File: src/rtl/ssd_capture.sv
// Receive side of the seven-segment scan bus: synchronizes seven/segment, waits for a settled
// dwell, stages each digit and commits complete four-digit frames to disp0..disp3.
module ssd_capture #(
    parameter int unsigned SETTLE  = 4,
    parameter int unsigned TIMEOUT = 65536
) (
    input  logic       clk,
    input  logic       rst,
    input  logic [7:0] seven,
    input  logic [3:0] segment,
    output logic [7:0] disp0,
    output logic [7:0] disp1,
    output logic [7:0] disp2,
    output logic [7:0] disp3,
    output logic       frame_valid,
    output logic       frame_changed,
    output logic       err_anode,
    output logic       stale
);

    localparam int unsigned IW = $clog2(TIMEOUT + 1);
    localparam logic [7:0]    SETTLE_C   = 8'(SETTLE);
    localparam logic [IW-1:0] TIMEOUT_C  = IW'(TIMEOUT);
    localparam logic [IW-1:0] TIMEOUT_M1 = IW'(TIMEOUT - 1);

    typedef enum logic {SETTLING, HELD} state_t;

    state_t          state_q, state_d;
    logic [11:0]     sync1, word, word_prev;
    logic [7:0]      stable_cnt;
    logic [IW-1:0]   idle_cnt;
    logic [3:0]      seen;
    logic [3:0][7:0] stage, disp_q, commit_data;

    logic            word_changed, accept, one_hot, multi_low;
    logic            accept_digit, accept_bad, commit;
    logic [1:0]      idx;
    logic [3:0]      seen_next;
    logic [3:0]      anode;
    logic [7:0]      pattern;

    assign anode   = word[11:8];
    assign pattern = word[7:0];

    // word_prev is not part of the synchronizer; it only remembers the previous
    // second-stage word so the stability counter can see a change.
    // NOTE: every sequential assignment uses <= so all registers update from pre-edge values.
    always_ff @(posedge clk or negedge rst) begin
        if (!rst) begin
            sync1     <= 12'hFFF;
            word      <= 12'hFFF;
            word_prev <= 12'hFFF;
        end else begin
            sync1     <= {segment, seven};
            word      <= sync1;
            word_prev <= word;
        end
    end

    assign word_changed = (word != word_prev);

    always_ff @(posedge clk or negedge rst) begin
        if (!rst) begin
            stable_cnt <= 8'd0;
        end else if (word_changed) begin
            stable_cnt <= 8'd1;
        end else if (stable_cnt < SETTLE_C) begin
            stable_cnt <= stable_cnt + 8'd1;
        end
    end

    always_ff @(posedge clk or negedge rst) begin
        if (!rst) state_q <= SETTLING;
        else      state_q <= state_d;
    end

    // NOTE: defaults first so no path through the block leaves a variable unassigned (no latch).
    always_comb begin
        state_d = state_q;
        accept  = 1'b0;
        if (word_changed) begin
            state_d = SETTLING;
        end else if (state_q == SETTLING && stable_cnt == SETTLE_C) begin
            state_d = HELD;
            accept  = 1'b1;
        end
    end

    always_comb begin
        one_hot = 1'b1;
        idx     = 2'd0;
        case (anode)
            4'b1110: idx = 2'd0;
            4'b1101: idx = 2'd1;
            4'b1011: idx = 2'd2;
            4'b0111: idx = 2'd3;
            default: one_hot = 1'b0;
        endcase
    end

    assign multi_low    = !one_hot && (anode != 4'hF);
    assign accept_digit = accept && one_hot;
    assign accept_bad   = accept && multi_low;
    assign seen_next    = seen | (4'b0001 << idx);
    assign commit       = accept_digit && (seen_next == 4'hF);

    always_comb begin
        commit_data      = stage;
        commit_data[idx] = pattern;
    end

    always_ff @(posedge clk or negedge rst) begin
        if (!rst) begin
            stage         <= '0;
            disp_q        <= '0;
            seen          <= 4'd0;
            idle_cnt      <= '0;
            stale         <= 1'b0;
            err_anode     <= 1'b0;
            frame_valid   <= 1'b0;
            frame_changed <= 1'b0;
        end else begin
            frame_valid   <= commit;
            frame_changed <= commit && (commit_data != disp_q);
            if (accept_bad) err_anode <= 1'b1;

            // An accepted digit outranks a timeout landing on the same edge.
            if (accept_digit) begin
                idle_cnt   <= '0;
                stale      <= 1'b0;
                stage[idx] <= pattern;
                if (commit) begin
                    disp_q <= commit_data;
                    seen   <= 4'd0;
                end else begin
                    seen <= seen_next;
                end
            end else if (idle_cnt == TIMEOUT_M1) begin
                idle_cnt <= TIMEOUT_C;
                stale    <= 1'b1;
                seen     <= 4'd0;
                stage    <= '0;
            end else if (idle_cnt != TIMEOUT_C) begin
                idle_cnt <= idle_cnt + 1'b1;
            end
        end
    end

    assign disp0 = disp_q[0];
    assign disp1 = disp_q[1];
    assign disp2 = disp_q[2];
    assign disp3 = disp_q[3];

endmodule
File: config.mk
export PLATFORM = sky130hd
export DESIGN_NAME = ssd_capture
export DESIGN_NICKNAME = d
export VERILOG_FILES = /design/src/rtl/ssd_capture.sv
export SDC_FILE = /design/constraint.sdc
export NUM_CORES = 1
export LEC_CHECK = 0
export CAP_MARGIN = 10
export CORE_UTILIZATION = 52
export CTS_CLUSTER_DIAMETER = 100
export CTS_CLUSTER_SIZE = 24
export DETAILED_ROUTE_END_ITERATION = 7
export PLACE_DENSITY_LB_ADDON = 0.3
export RECOVER_POWER = 100
export SYNTH_ARGS = -nofsm -noshare
export SYNTH_HDL_FRONTEND = slang
export SYNTH_SLANG_ARGS = --single-unit
File: constraint.sdc
create_clock -name clk -period 2.55 [get_ports clk]
set_clock_uncertainty 0.15 [all_clocks]
set_input_delay 0.765 -clock clk [delete_from_list [all_inputs] [get_ports clk]]
set_output_delay 0.765 -clock clk [all_outputs]
set_load 0.1 [all_outputs]
==> results.txt <==
----------------------------------------------------
[Clock tree]
  Clk Latency, worst-skew pair ... 0.42 ns
  Number of H-tree levels ... 4
  Hold-fix buffers, CTS ... 0
  CTS clk-pin slew, worst paths ... 0.05 ns
  Clk root buf ... sky130_fd_sc_hd__clkbuf_16
  TritonCTS clock tree ... yes
  Number of clock buffers inserted by TritonCTS ... 17
  Sinks on Clock Net ... 134
  Maximum count of clock buffers along a single path ... 2

[Timing]
  Crit path time final ... 2.48 ns
  Tightest Pin Transition ... 1.29 ns
  Number of failing setup endpoints in the final timing report ... 0
  Timing-limited maximum frequency ... 404 MHz
  Hold Worst Slack ... 0.204 ns
  Final period utilization ... 97.1%
  Number of max-slew violations in the final report ... 0
  RSZ-0062 raised after global routing ... yes
  Final hold vios ... 0
  Worst slew margin ... 13.7%

[Global route]
  GRT met3 Usage ... 5.93%
  Wire length of the first global-routing pass ... 23,000 um
  Total GRT Usage ... 24.2%
  Layer carrying the most global-route usage ... met2
  Maximum number of pins on one net before global-route repair ... 50
  Initial antenna violation count ... 0
  Via count of the first global-routing pass ... 4,370
  Routing usage on met1 ... 34.6%
  Overall overflow remaining after global route ... 0
  Met2 Use GR ... 36.3%

[Drt]
  Total wire length ... 13,800 um
  Via Count ... 4,462
  First-iteration detailed-routing DRC count ... 326
  Antenna viol nets, final ... 0
  Routed WL per cell ... 17.7 um
  Number of search-and-repair iterations in the first detailed-routing pass ... 5
  Detail-routed via count per cell ... 5.74
  Number of remaining DRC errors ... 0

[Synthesis]
  Most repeated cell in the gate-level netlist after synthesis ... sky130_fd_sc_hd__dfrtp_1
  Synthesized area per cell ... 11.3 um2
  Synth warnings ... 0
  Post-synthesis instance area ... 6130 um2
  Post-Syn Instances ... 544
  EDFF count, synth ... 0
  Most used flip-flop cell after synthesis ... sky130_fd_sc_hd__dfrtp_1
  Area contributors post-synth ... sky130_fd_sc_hd__dfrtp_1 40%, sky130_fd_sc_hd__dfstp_2 15%, sky130_fd_sc_hd__xnor2_1 5.6%
  FF+latch count, synth ... 134
  Number of distinct library cells after synthesis ... 59
  Net count of the mapped netlist ... 563
  Share of flip-flops with an asynchronous set or reset after synthesis ... 100%
  Top cell type's share of synthesized area ... 40.0%
  Share of the yosys chip area belonging to registers ... 55.4%
  Cell type with the largest total area after synthesis ... sky130_fd_sc_hd__dfrtp_1
  Most frequent cells after synthesis ... 98 x sky130_fd_sc_hd__dfrtp_1, 45 x sky130_fd_sc_hd__nand2_1, 39 x sky130_fd_sc_hd__xnor2_1

[Die]
  Chip Height ... 111 um
  Number of standard-cell rows in the floorplan ... 39
  Number of I/O pins ... 50
  Die Width ... 111 um
  Area of the die ... 12,200 um2
  Initial Utilization ... 53.5%
  Core region area ... 11,500 um2

[Final layout]
  Final-stage net count ... 641
  Number of diodes added for antenna fixing ... 0
  Share of layout cells above drive strength 1 ... 27.4%
  Area growth, synth to finish ... 24.2%
  Final Util ... 66.4%
  Final design instance area without fill ... 7610 um2
  Sequential cell area ... 3400 um2
  Fill cells ... 851
  Multi-input logic area ... 2610 um2

[Place]
  Detailed Place HPWL ... 9210 um
  Placed Area ... 6830 um2
  # port buffers ... 49
  Gp weighted congestion ... 0.877

[Setup path]
  Nature of the critical path startpoint ... register
  CP required ... 2.67 ns
  Cell-by-cell trace of the critical path ... buf_4 -> xor2_1 -> nor4_1 -> a21oi_1 -> a2111oi_0 -> and4_2 -> a41oi_2
  Worst path slowest cell ... sky130_fd_sc_hd__dfstp_1
  Worst setup path class ... reg2reg
  Largest fanout on the critical path ... 6
  Worst path top cell family by delay ... flip-flops
  CP Capture Type ... register
  Delay of the slowest cell on the worst path ... 0.66 ns
  Arr. time, crit path ... 2.60 ns
  Worst path buffer plus inverter count ... 1

[Pwr]
  Sum of internal, switching and leakage power ... 4.88 mW
  Areal power density over the cells ... 641 nW/um2
  VDD IR-drop max ... 682 uV
  Leakage ... 3.51 nW

[Run status]
  Status ... finished, final reports clean

[Run]
  Max-capacitance violation count ... 0

[Min path]
  Class of the most critical hold timing path ... reg2reg

----------------------------------------------------
-- cells by family (layout without fill, tap and decap cells) --
logic type / after synthesis / after routing / synth area share (%)
adders and majority gates: 6 / 6 / 1.18
muxes: 30 / 30 / 4.90
xor gates and xnor gates: 57 / 57 / 8.14
DFF: 134 / 134 / 55.4
buffers and inverters: 47 / 138 / 3.43
AOI/OAI and AO/OA: 126 / 126 / 14.5
and+or+nand+nor: 144 / 144 / 12.4
-- flip-flops by register name (all words and copies together), names as in the netlist --
name           cells
disp3              8
disp0              8
sync1             12
frame_changed      1
idle_cnt          17
stage             32
err_anode          1
seen               4
word_prev         12
stable_cnt         8
stale              1
word              12
state_q            1
disp1              8
disp2              8
frame_valid        1
-- layout by cell type (no fill, tap or decap), drive strengths merged, types with 7 or more instances in the layout --
cell and count:
dfrtp 98, buf 74, o21ai 47, nand2 46, xnor2 39, dfstp 36
nor2 33, mux2i 30, clkbuf 27, a22o 24, a21oi 20, inv 19
xor2 18, clkdlybuf4s50 12, nand3 12, nor4 8, and2 7, nor3 7
a32o 7
-- power by group --
| part | internal, mW | leakage (nW) | switching (mW) |
|---|---|---|---|
| clock | 1.53 | 0.297 | 0.890 |
| sequential | 2.18 | 1.73 | 0.0263 |
| combinational | 0.109 | 1.49 | 0.143 |
| total | 3.82 | 3.51 | 1.06 |
-- layout make-up --
type | instances | share of cell area [%]
inverters | 18 | 0.888
flip-flops and latches | 134 | 44.7
well taps | 143 | 2.35
repair buffers | 88 | 10.0
clock buffers | 25 | 6.95
clock inverters | 7 | 0.805
multi-input cells | 363 | 34.3
-- worst reg2reg max path, stage by stage (launching register included) --
cell and delay (ns):
sky130_fd_sc_hd__dfstp_1 0.66, sky130_fd_sc_hd__buf_4 0.23, sky130_fd_sc_hd__xor2_1 0.09, sky130_fd_sc_hd__nor4_1 0.31, sky130_fd_sc_hd__a21oi_1 0.10, sky130_fd_sc_hd__a2111oi_0 0.34
sky130_fd_sc_hd__and4_2 0.34, sky130_fd_sc_hd__a41oi_2 0.10
-- routing by layer --
metal	share of wire, %	wire length (um)	vias to the layer above
met5	0	0	-
met4	1.2	164	0
met3	4.9	676	19
met2	47	6500	139
met1	47	6460	2219
li1	-	-	2085
-- path summary, 6_finish.rpt --
path,slack [ns],endpoint,depth (start not counted),from
worst max-delay path,0.07,frame_changed,7,word[4]
worst min-delay path,0.20,word[9],0,sync1[9]
worst max register to register,0.07,frame_changed,7,word[4]
worst min register to register,0.20,word[9],0,sync1[9]
max in group asynchronous,0.84,word[3],2,rst
min in group asynchronous,0.48,idle_cnt[10],1,rst
-- per-stage QoR --
stage / TNS, ns / std cells / setup slack, ns
6_report: 0 / 778 / 0.0749
5_1_grt: -1.00 / 778 / -0.0667
3_3_place_gp: -0.00959 / 734 / -0.00959
4_1_cts: -0.0130 / 769 / -0.0130
3_5_place_dp: -1.18 / 734 / -0.111
2_1_floorplan: 0 / 544 / 0.0819
-- what timing repair did --
| item | 4_1_cts | 5_1_grt |
|---|---|---|
| endpoints found under the setup margin | 35 | 81 |
| pin swaps | 4 | 14 |
| setup buffers | 3 | 9 |
| gates resized for setup | 9 | 12 |
No activity file was read; power rests on OpenSTA's default activity.
